===== config.mk =====
export PLATFORM = sky130hd
export DESIGN_NAME = clkgate_ctrl
export DESIGN_NICKNAME = d
export VERILOG_FILES = /design/src/rtl/clkgate_ctrl.sv
export SDC_FILE = /design/constraint.sdc
export NUM_CORES = 1
export LEC_CHECK = 0
export CAP_MARGIN = 0
export CORE_MARGIN = 5
export CORE_UTILIZATION = 58
export CTS_CLUSTER_DIAMETER = 30
export CTS_CLUSTER_SIZE = 10
export DETAILED_ROUTE_END_ITERATION = 12
export PLACE_DENSITY = 0.87
export SYNTH_ARGS = -nofsm -noshare
export SYNTH_HDL_FRONTEND = slang
export SYNTH_SLANG_ARGS = --single-unit

===== constraint.sdc =====
create_clock -name clk -period 2.4 [get_ports clk]
set_input_delay 0.48 -clock clk [delete_from_list [all_inputs] [get_ports clk]]
set_output_delay 0.48 -clock clk [all_outputs]
set_load 0.01 [all_outputs]

===== src/rtl/clkgate_ctrl.sv =====
// Purpose: per-domain clock-gate enable controller (idle-timeout gating, settled wake with ack).
// Latency: gates after T+1 idle edges; clk_en rises 1 edge after wake; RUN after WAKE_CYCLES more edges.
// Backpressure: none; wake_req is a level held by the requester until wake_ack is returned.
//
// Ports:
//   clk              root (ungated) clock, runs during reset
//   rst_n            async active-low reset, released internally on clk
//   cfg_idle_timeout shared idle timeout T (quasi-static, sampled only at counter load)
//   cfg_force_on     per-domain override keeping the clock running
//   busy             per-domain activity, ignored while GATED
//   wake_req         per-domain level wake request
//   wake_ack         registered: domain running and request still asserted
//   clk_en           registered enable to each domain's clock-gate cell
//   status_gated     registered: domain currently in GATED
module clkgate_ctrl #(
  parameter int N_DOMAINS   = 4,
  parameter int W_IDLE      = 8,
  parameter int WAKE_CYCLES = 2   // legal range 1..15 (fits the 4-bit wake counter)
) (
  input  logic                 clk,
  input  logic                 rst_n,
  input  logic [W_IDLE-1:0]    cfg_idle_timeout,
  input  logic [N_DOMAINS-1:0] cfg_force_on,
  input  logic [N_DOMAINS-1:0] busy,
  input  logic [N_DOMAINS-1:0] wake_req,
  output logic [N_DOMAINS-1:0] wake_ack,
  output logic [N_DOMAINS-1:0] clk_en,
  output logic [N_DOMAINS-1:0] status_gated
);

  typedef enum logic [1:0] {
    S_RUN       = 2'd0,
    S_IDLE_WAIT = 2'd1,
    S_GATED     = 2'd2,
    S_WAKE      = 2'd3
  } state_t;

  localparam logic [3:0]        WAKE_LOAD = 4'(WAKE_CYCLES - 1);
  localparam logic [W_IDLE-1:0] IDLE_ONE  = W_IDLE'(1);
  localparam logic [W_IDLE-1:0] IDLE_ZERO = '0;

  // Reset synchronizer: assertion is asynchronous (forces every clk_en high
  // at once), release is aligned to clk so all domain FSMs leave reset on
  // the same edge.
  logic [1:0] rst_sync;
  logic       rst_int_n;

  always_ff @(posedge clk or negedge rst_n) begin
    if (!rst_n) begin
      rst_sync <= 2'b00;
    end else begin
      rst_sync <= {rst_sync[0], 1'b1};
    end
  end

  assign rst_int_n = rst_sync[1];

  for (genvar d = 0; d < N_DOMAINS; d++) begin : g_dom
    state_t            state;
    logic [W_IDLE-1:0] idle_cnt;
    logic [3:0]        wake_cnt;
    logic              gated;
    logic              ack;
    logic              idle;
    logic              wake;

    assign idle = !busy[d] && !wake_req[d] && !cfg_force_on[d];
    assign wake = wake_req[d] || cfg_force_on[d];

    // One process per domain. 'gated' is written alongside every transition
    // into or out of GATED so it always equals (state == S_GATED) but comes
    // straight from a flop: the gate-cell enable never sees decode glitches.
    always_ff @(posedge clk or negedge rst_int_n) begin
      if (!rst_int_n) begin
        state    <= S_RUN;
        idle_cnt <= '0;
        wake_cnt <= '0;
        gated    <= 1'b0;
        ack      <= 1'b0;
      end else begin
        // Ack uses the pre-edge state: it rises the edge after RUN is reached
        // and falls the edge after the request drops.
        ack <= wake_req[d] && ((state == S_RUN) || (state == S_IDLE_WAIT));

        case (state)
          S_RUN: begin
            if (idle) begin
              if (cfg_idle_timeout == IDLE_ZERO) begin
                state <= S_GATED;
                gated <= 1'b1;
              end else begin
                // Timeout is captured here only; later changes wait for the
                // next load.
                state    <= S_IDLE_WAIT;
                idle_cnt <= cfg_idle_timeout;
              end
            end
          end

          S_IDLE_WAIT: begin
            // Any activity or request wins over an expiring count.
            if (!idle) begin
              state <= S_RUN;
            end else if (idle_cnt == IDLE_ONE) begin
              state <= S_GATED;
              gated <= 1'b1;
            end else begin
              idle_cnt <= idle_cnt - IDLE_ONE;
            end
          end

          S_GATED: begin
            if (wake) begin
              state    <= S_WAKE;
              gated    <= 1'b0;
              wake_cnt <= WAKE_LOAD;
            end
          end

          S_WAKE: begin
            // Settle period runs to completion even if the request drops.
            if (wake_cnt == 4'd0) begin
              state <= S_RUN;
            end else begin
              wake_cnt <= wake_cnt - 4'd1;
            end
          end

          default: begin
            state <= S_RUN;
            gated <= 1'b0;
          end
        endcase
      end
    end

    assign clk_en[d]       = !gated;
    assign status_gated[d] = gated;
    assign wake_ack[d]     = ack;
  end

endmodule


==> impl_metrics.py, run 1 <==
metrics = {
    "status": {
        "status": "finished, final reports clean",
    },
    "power": {
        "p_int_uw": 2780,
        "ir_drop_mv": 0.521,
        "clkPwrFrac": 0.174,
        "p_total_uw": 4740,
        "switching_share": 0.414,
        "power_frac_seq": 0.413,
        "power_frac_comb": 0.412,
        "total_leakage_power_uw": 0.00202,
        "p_switching_uw": 1960,
        "cellPowerDensity_nw_per_um2": 991,
    },
    "worst_setup_path": {
        "crit_family": "simple AND/OR/NAND/NOR gates",
        "rr_startpoint": "g_dom[2].idle_cnt[4]",
        "worstSetupPathType": "reg2reg",
        "reg2reg_to": "g_dom[2].state[1]",
        "r2r_cells": 4,
        "arrival_ns": 2.55,
        "critPathBufInv": 0,
        "worstPathMaxFanout": 11,
        "startpoint_type": "flop",
        "rrSetupSlack_ns": 0.12,
        "required_ns": 2.67,
        "crit_path_max_incr_delay_ns": 0.58,
        "cp_slowest_cell": "or4b_4",
        "worstPathCellList": "or4_4 -> o311a_1 -> or4b_4 -> o21ai_1",
        "cp-end-kind": "flop",
    },
    "synth": {
        "synthCells": 445,
        "synth_nets": 483,
        "yosysSeqAreaShare": 0.409,
        "syn-cell-area_sq_um": 4040,
        "yosys.area.top_type": "dfrtp_1",
        "yosys.cell_types.count": 56,
        "synthArstFlopShare": 1.00,
        "synthFlopType": "dfrtp_1",
        "synth_enable_flop_cells": 0,
        "synth_area_per_cell_sq_um": 9.08,
        "synth_top_area_frac": 0.409,
        "ys_ff_latch": 66,
        "synthTopCellsByArea": "dfrtp_1 (41%), ha_1 (5.0%), o2bb2ai_1 (4.1%), a21oi_1 (3.8%), o21ai_0 (3.5%)",
        "ys_warn_count": 0,
    },
    "cts": {
        "ctsHoldBuffers": 0,
        "cts_setup_buffers": 0,
        "cts_buffers": 9,
        "path_clk_slew_ns": 0.08,
        "cts_buffer_depth": 2,
        "clock-root-buffer": "clkbuf_8",
        "worstSkewPairLatency_ns": 0.35,
        "h-tree-depth": 3,
        "cts_tree": "built",
        "ctsResizeCount": 0,
        "clock_sinks": 66,
    },
    "sta": {
        "slew_headroom": 0.566,
        "drv_slew": 0,
        "fmax_mhz": 440,
        "fin_worst_skew_ns": 0.0112,
        "finalSetupViolCount": 0,
        "rsz0062_at_grt": "false",
        "fin_hold_ws_ns": 0.274,
        "finalCriticalPeriod_ns": 2.28,
        "tightest_slew_ns": 0.651,
        "hold_viol": 0,
        "period_share": 0.948,
        "layout_setup_ws_ns": 0.125,
    },
    "route": {
        "drc": 0,
        "wire_per_inst_um": 16.5,
        "first_pass_iters": 5,
        "post_drt_via_cell_ratio": 6.20,
        "num_vias": 3687,
        "drt-initial-drc-count": 233,
        "ant_nets": 0,
        "drt-total-wl_um": 9840,
    },
    "layout": {
        "drive_gt1_frac": 0.134,
        "fin_nets": 532,
        "design_area_sq_um": 4780,
        "syn_to_final_growth_pct": 18.4,
        "final_cell_mix": "dfrtp_1 (65), clkdlybuf4s50_1 (33), buf_4 (32)",
        "fillCellCount": 503,
        "final_common_cell": "dfrtp_1",
        "diodes": 0,
        "layoutNonFillerInstCount": 595,
    },
    "placement": {
        "place_inst": 579,
        "dpl.hpwl_um": 7060,
        "pre_cts_slack_ns": -0.0549,
        "io_buffers": 33,
        "place_congestion": 0.928,
        "dpl_cell_area_sq_um": 4610,
    },
    "global_routing": {
        "grt_start_max_net_pins": 65,
        "overflow": 0,
        "antenna_found_initial": 0,
        "grtUsageTotal": 0.238,
        "grt_pass1_wl_um": 16600,
        "grt_pass1_vias": 3563,
    },
    "die": {
        "dieArea_sq_um": 8730,
        "die_w_um": 93.5,
        "core_sq_um": 6790,
        "initial_core_util": 0.595,
        "num_io_pins": 34,
        "rows": 30,
        "die_h_um": 93.5,
    },
    "worst_hold_path": {
        "hp-class": "reg2async",
    },
    "run": {
        "max_cap_violations": 0,
    },
}
[cells by family (layout without fill, tap and decap cells)]
group | Yosys count | after routing | share of synthesized area
buf+inv | 57 | 111 | 0.0616
flops | 66 | 66 | 0.409
compound gates | 147 | 147 | 0.248
mux | 6 | 6 | 0.0152
simple gates | 149 | 149 | 0.210
fa+ha+maj | 16 | 16 | 0.0496
xor+xnor | 3 | 3 | 0.00650
other cells | 1 | 1 | 0.000928
[through the flow]
step | TNS, ns | utilization
after floorplan | 0 | -
after global placement | 0 | 0.679
after detailed placement | -0.273 | 0.679
after CTS | 0 | 0.704
after global routing | 0 | 0.704
final | 0 | 0.704
[registers in the layout, indices dropped and copies added, names as in the netlist]
name / cells
g_dom.ack: 4
g_dom.gated: 4
g_dom.idle_cnt: 32
g_dom.state: 8
g_dom.wake_cnt: 16
rst_sync: 2
[synthesized netlist by cell type, types with 9 or more instances]
cell and instances:
a21oi_1 31, clkbuf_1 16, dfrtp_1 66, ha_1 16, inv_1 29, nand2_1 17
nand2b_1 9, nor2_1 27, nor2b_1 9, nor3_1 25, nor4_1 9, o21ai_0 28
o22ai_1 15, o2bb2ai_1 19, or4_1 9
[worst max path at each step]
| stage | cells after the start | startpoint | to | slack [ns] |
|---|---|---|---|---|
| 2_1_floorplan | 7 | g_dom[2].wake_cnt[0] | g_dom[2].state[1] | 0.29 |
| 6_report | 4 | g_dom[2].idle_cnt[4] | g_dom[2].state[1] | 0.12 |
| 5_1_grt | 4 | g_dom[2].idle_cnt[4] | g_dom[2].state[1] | 0.03 |
| 3_3_place_gp | 6 | wake_req[1] | g_dom[1].idle_cnt[4] | 0.03 |
| 4_1_cts | 4 | g_dom[2].idle_cnt[4] | g_dom[2].state[1] | 0.14 |
| 3_5_place_dp | 6 | wake_req[1] | g_dom[1].idle_cnt[4] | -0.05 |
[per-layer routing]
layer | up-vias | global-route usage | share of wire
met5 | - | 0 | 0
met4 | 0 | 0.107 | 0.027
li1 | 1747 | - | -
met3 | 26 | 0.0442 | 0.049
met2 | 139 | 0.398 | 0.50
met1 | 1775 | 0.298 | 0.42
[power groups by stage]
stage	Sequential (uW)	Clock (uW)	Combinational, uW
3_3_place_gp	1930	0	1830
2_1_floorplan	1820	0	1510
6_report	1960	826	1950
4_1_cts	1940	840	1940
5_1_grt	2030	906	2160
3_5_place_dp	1960	0	1930
[area by class of cell]
cell class	instances	area [sq um]	area share
Multi-Input combinational cell	322	2140	0.447
Sequential cell	66	1650	0.346
Timing Repair Buffer	66	591	0.123
Clock buffer	9	124	0.0259
Tap cell	96	120	0.0251
Inverter	29	109	0.0228
Clock inverter	7	46.3	0.00968
(Power assumes the default switching activity.)
==> inputs of run 2 (changes only) <==
--- a/config.mk
+++ b/config.mk
@@ -6,6 +6,7 @@
 export NUM_CORES = 1
 export LEC_CHECK = 0
 export CAP_MARGIN = 0
+export CORE_ASPECT_RATIO = 1.5
 export CORE_MARGIN = 5
 export CORE_UTILIZATION = 58
 export CTS_CLUSTER_DIAMETER = 30
==> run 2 against run 1 <==
Against the previous run: setup slack better by 0.038 ns; combinational power barely moved; critical path type unchanged; register-to-register slack improved by 0.04 ns; critical endpoint unchanged; worst hold slack got worse by 0.019 ns; clock power rose by 20%; clock skew is essentially flat; critical path depth did not move; die area up 0.40%; first-iteration DRC count is 62% higher; final cell count shrank 2.0%; maximum frequency increased by 1.7%.
==> impl_metrics.py, run 2 (synthesized netlist as in run 1, its figures left out) <==
metrics = {
    "status": {
        "status": "finished, final reports clean",
    },
    "cts": {
        "worstSkewPairLatency_ns": 0.36,
        "cts_buffers": 9,
        "clock_sinks": 66,
        "clock-root-buffer": "clkbuf_8",
        "cts_buffer_depth": 2,
        "ctsResizeCount": 0,
        "cts_tree": "built",
        "path_clk_slew_ns": 0.07,
        "cts_setup_buffers": 0,
        "ctsHoldBuffers": 0,
        "h-tree-depth": 3,
    },
    "placement": {
        "io_buffers": 33,
        "dpl_cell_area_sq_um": 4630,
        "dpl.hpwl_um": 7270,
        "pre_cts_slack_ns": -0.0536,
        "place_congestion": 0.932,
    },
    "route": {
        "post_drt_via_cell_ratio": 6.28,
        "wire_per_inst_um": 16.5,
        "ant_nets": 0,
        "drt-initial-drc-count": 377,
        "first_pass_iters": 5,
        "num_vias": 3664,
        "drt-total-wl_um": 9640,
        "drc": 0,
    },
    "global_routing": {
        "overflow": 0,
        "grtUsageTotal": 0.235,
        "antenna_found_initial": 0,
        "grt_start_max_net_pins": 43,
        "grt_pass1_wl_um": 16700,
        "grt_pass1_vias": 3705,
    },
    "layout": {
        "drive_gt1_frac": 0.141,
        "diodes": 0,
        "design_area_sq_um": 4840,
        "top_register": "g_dom.idle_cnt",
        "reg_top3": "g_dom.idle_cnt: 32 flops, g_dom.wake_cnt: 16 flops, g_dom.state: 8 flops",
        "final_common_cell": "dfrtp_1",
        "fin_nets": 538,
        "final_cell_mix": "dfrtp_1 (65), buf_4 (38), clkdlybuf4s50_1 (33)",
        "largest_reg_flops": 32,
        "final_util": 0.707,
        "syn_to_final_growth_pct": 19.9,
    },
    "worst_hold_path": {
        "hp-class": "reg2async",
    },
    "sta": {
        "fin_worst_skew_ns": 0.0109,
        "drv_slew": 0,
        "finalCriticalPeriod_ns": 2.24,
        "rsz0062_at_grt": "false",
        "slew_headroom": 0.573,
        "fmax_mhz": 447,
        "layout_setup_ws_ns": 0.163,
        "tightest_slew_ns": 0.641,
        "tns_ns": 0,
        "finalSetupViolCount": 0,
        "hold_viol": 0,
        "period_share": 0.932,
    },
    "worst_setup_path": {
        "required_ns": 2.68,
        "worstSetupPathType": "reg2reg",
        "cp_slowest_cell": "or4b_4",
        "arrival_ns": 2.52,
        "worstPathMaxFanout": 11,
        "crit_path_max_incr_delay_ns": 0.58,
        "critPathBufInv": 0,
        "crit_family": "simple AND/OR/NAND/NOR gates",
        "rrSetupSlack_ns": 0.16,
        "cp-end-kind": "flop",
        "worstPathCellList": "or4_4 -> o311a_1 -> or4b_4 -> o21ai_1",
        "startpoint_type": "flop",
    },
    "die": {
        "core_sq_um": 6850,
        "rows": 37,
        "die_w_um": 78.1,
        "num_io_pins": 34,
        "initial_core_util": 0.590,
        "dieArea_sq_um": 8770,
        "die_h_um": 112,
    },
    "power": {
        "total_leakage_power_uw": 0.00207,
        "ir_drop_mv": 0.672,
        "p_total_uw": 4900,
        "cellPowerDensity_nw_per_um2": 1010,
    },
    "run": {
        "max_cap_violations": 0,
    },
}
==> run 2: changes by cell type in the layout (fill, tap and decap cells not counted), sizes merged <==
cell | before | now
bufinv | 0 | 1
clkinvlp | 3 | 0
clkbuf | 9 | 14
buf | 33 | 39
clkinv | 4 | 1
==> run 2: final cells by class <==
class / instances / area, sq um
repair buffers: 72 / 636
clock inverters: 2 / 35.0
flip-flops and latches: 66 / 1650
fillers: 535 / 2010
clock buffers: 14 / 173
multi-input cells: 322 / 2140
well taps: 78 / 97.6
inverters: 29 / 109
==> run 2: final timing paths <==
| kind | cells after the start | start | endpoint |
|---|---|---|---|
| max | 4 | g_dom[2].idle_cnt[4] | g_dom[2].state[1] |
| min | 0 | rst_sync[1] | g_dom[2].idle_cnt[0] |
| max reg2reg | 4 | g_dom[2].idle_cnt[4] | g_dom[2].state[1] |
| min reg2reg | 0 | rst_sync[1] | g_dom[2].idle_cnt[0] |
| max in group asynchronous | 1 | rst_sync[1] | g_dom[1].wake_cnt[0] |
| min in group clk | 0 | rst_sync[0] | rst_sync[1] |
==> run 2: worst register-to-register path, stage by stage, from the launching register on <==
cell and delay [ns]:
dfrtp_1 0.41, or4_4 0.56, o311a_1 0.49, or4b_4 0.58, o21ai_1 0.13
==> run 2: power by group <==
part           total, uW  internal (uW)  switching [uW]
combinational       1970            913            1060
sequential          1950           1510             433
clock                988            564             424
==> run 2: per-layer routing <==
layer	track usage	share of wire	vias up
met5	0	0	-
met4	0.135	0.029	0
met3	0.0369	0.042	21
met2	0.419	0.54	101
met1	0.262	0.39	1774
li1	-	-	1768
==> run 2: stage by stage <==
step                      hold WS [ns]  cells
final                            0.254    583
after global routing             0.272    583
after CTS                        0.269    583
after detailed placement         0.272    567
after global placement           0.266    567
after floorplan                  0.184    445
==> inputs of run 3 (changes only) <==
--- a/config.mk
+++ b/config.mk
@@ -12,6 +12,7 @@
 export CTS_CLUSTER_DIAMETER = 30
 export CTS_CLUSTER_SIZE = 10
 export DETAILED_ROUTE_END_ITERATION = 12
+export GPL_ROUTABILITY_DRIVEN = 0
 export PLACE_DENSITY = 0.87
 export SYNTH_ARGS = -nofsm -noshare
 export SYNTH_HDL_FRONTEND = slang
==> run 3 against run 2 <==
Against the previous run: worst hold slack improved by 0.035 ns; sequential power about the same; utilization about the same; sequential cell count did not move; first-iteration DRC count decreased by 17%; design area is essentially flat; clock-buffer cell count fell by 5; clock skew up 0.00056 ns; sequential share of layout area hardly changed; final cell count shrank 0.17%; via count grew 2.7%; maximum frequency decreased by 2.5%; critical path type unchanged.
==> impl_metrics.py, run 3 (synthesized netlist as in run 1, its figures left out) <==
metrics = {
    "status": {
        "status": "finished, final reports clean",
    },
    "global_routing": {
        "grt_pass1_wl_um": 16800,
        "grtUsageTotal": 0.237,
        "grt_start_max_net_pins": 37,
        "antenna_found_initial": 0,
        "grt_pass1_vias": 3637,
        "overflow": 0,
    },
    "layout": {
        "top_register": "g_dom.idle_cnt",
        "reg_top3": "g_dom.idle_cnt: 32 flops, g_dom.wake_cnt: 16 flops, g_dom.state: 8 flops",
        "syn_to_final_growth_pct": 19.9,
        "final_common_cell": "dfrtp_1",
        "diodes": 0,
        "largest_reg_flops": 32,
        "final_cell_mix": "dfrtp_1 (65), buf_4 (37), clkdlybuf4s50_1 (33)",
        "drive_gt1_frac": 0.143,
        "design_area_sq_um": 4840,
        "fin_nets": 537,
        "final_util": 0.707,
    },
    "worst_setup_path": {
        "cp-end-kind": "flop",
        "arrival_ns": 2.57,
        "cp-startpoint": "g_dom[2].idle_cnt[5]",
        "worstPathCellList": "or4_4 -> o311a_1 -> or4b_4 -> o21ai_1",
        "worstSetupPathType": "reg2reg",
        "startpoint_type": "flop",
        "required_ns": 2.67,
        "cp_slowest_cell": "or4_4",
        "worstPathMaxFanout": 11,
        "crit_path_max_incr_delay_ns": 0.58,
        "rr_startpoint": "g_dom[2].idle_cnt[5]",
    },
    "sta": {
        "fmax_mhz": 436,
        "rsz0062_at_grt": "false",
        "fin_hold_ws_ns": 0.289,
        "period_share": 0.956,
        "fin_worst_skew_ns": 0.0115,
        "finalCriticalPeriod_ns": 2.29,
        "slew_headroom": 0.559,
        "tightest_slew_ns": 0.662,
        "finalSetupViolCount": 0,
        "drv_slew": 0,
        "hold_viol": 0,
    },
    "route": {
        "drt-initial-drc-count": 312,
        "drc": 0,
        "ant_nets": 0,
        "wire_per_inst_um": 17.0,
        "post_drt_via_cell_ratio": 6.47,
        "num_vias": 3763,
        "drt-total-wl_um": 9870,
        "first_pass_iters": 5,
    },
    "cts": {
        "worstSkewPairLatency_ns": 0.35,
        "clock-root-buffer": "clkbuf_8",
        "cts_buffer_depth": 2,
        "path_clk_slew_ns": 0.08,
        "cts_setup_buffers": 0,
        "cts_buffers": 9,
        "cts_tree": "built",
        "ctsResizeCount": 0,
        "ctsHoldBuffers": 0,
        "clock_sinks": 66,
        "h-tree-depth": 3,
    },
    "power": {
        "p_total_uw": 4960,
        "ir_drop_mv": 0.736,
        "total_leakage_power_uw": 0.00206,
        "cellPowerDensity_nw_per_um2": 1020,
    },
    "die": {
        "die_h_um": 112,
        "die_w_um": 78.1,
        "core_sq_um": 6850,
        "initial_core_util": 0.590,
        "rows": 37,
        "dieArea_sq_um": 8770,
        "num_io_pins": 34,
    },
    "placement": {
        "dpl.hpwl_um": 7320,
        "dpl_cell_area_sq_um": 4630,
        "io_buffers": 33,
    },
    "worst_hold_path": {
        "hp-class": "in2async",
    },
    "run": {
        "max_cap_violations": 0,
    },
}
## run 3: layout make-up
cell class	count	area (sq um)
multi-input combinational	322	2140
fill	517	2010
sequential	66	1650
timing repair buffer	71	628
clock buffer	9	124
inverter	29	109
tap	78	97.6
clock inverter	7	93.8
## run 3: path summary, 6_finish.rpt
kind                                         to  slack (ns)  depth (start not counted)
min in group clk                    rst_sync[1]        0.36                          0
max reg2reg                   g_dom[2].state[1]        0.11                          4
max in group asynchronous  g_dom[3].idle_cnt[2]        1.48                          1
max                           g_dom[2].state[1]        0.11                          4
min reg2reg                g_dom[0].idle_cnt[6]        0.30                          0
min                                 rst_sync[0]        0.29                          1
## run 3: through the flow
step           setup TNS (ns)  worst slack, ns  std cells
3_3_place_gp          -0.0451          -0.0177        566
6_report                    0            0.105        582
4_1_cts                     0            0.111        582
5_1_grt                     0           0.0278        582
3_5_place_dp           -0.322          -0.0624        566
2_1_floorplan               0            0.294        445
## run 3: worst max-delay path: cells and delay by family, from the launching register on
family,cells,cell delay [ns]
compound gates,2,0.64
flops,1,0.41
simple gates,2,1.16
## run 3: where the power goes
group	switching, uW	total, uW	internal, uW
Combinational	1070	1980	912
Sequential	438	1950	1510
Clock	444	1030	582
Total	1950	4960	3010
## run 3: per-layer routing
layer | wire length, um | global-route usage
met1 | 3830 | 0.271
met2 | 5080 | 0.406
met3 | 518 | 0.0522
met4 | 435 | 0.131
met5 | 0 | 0
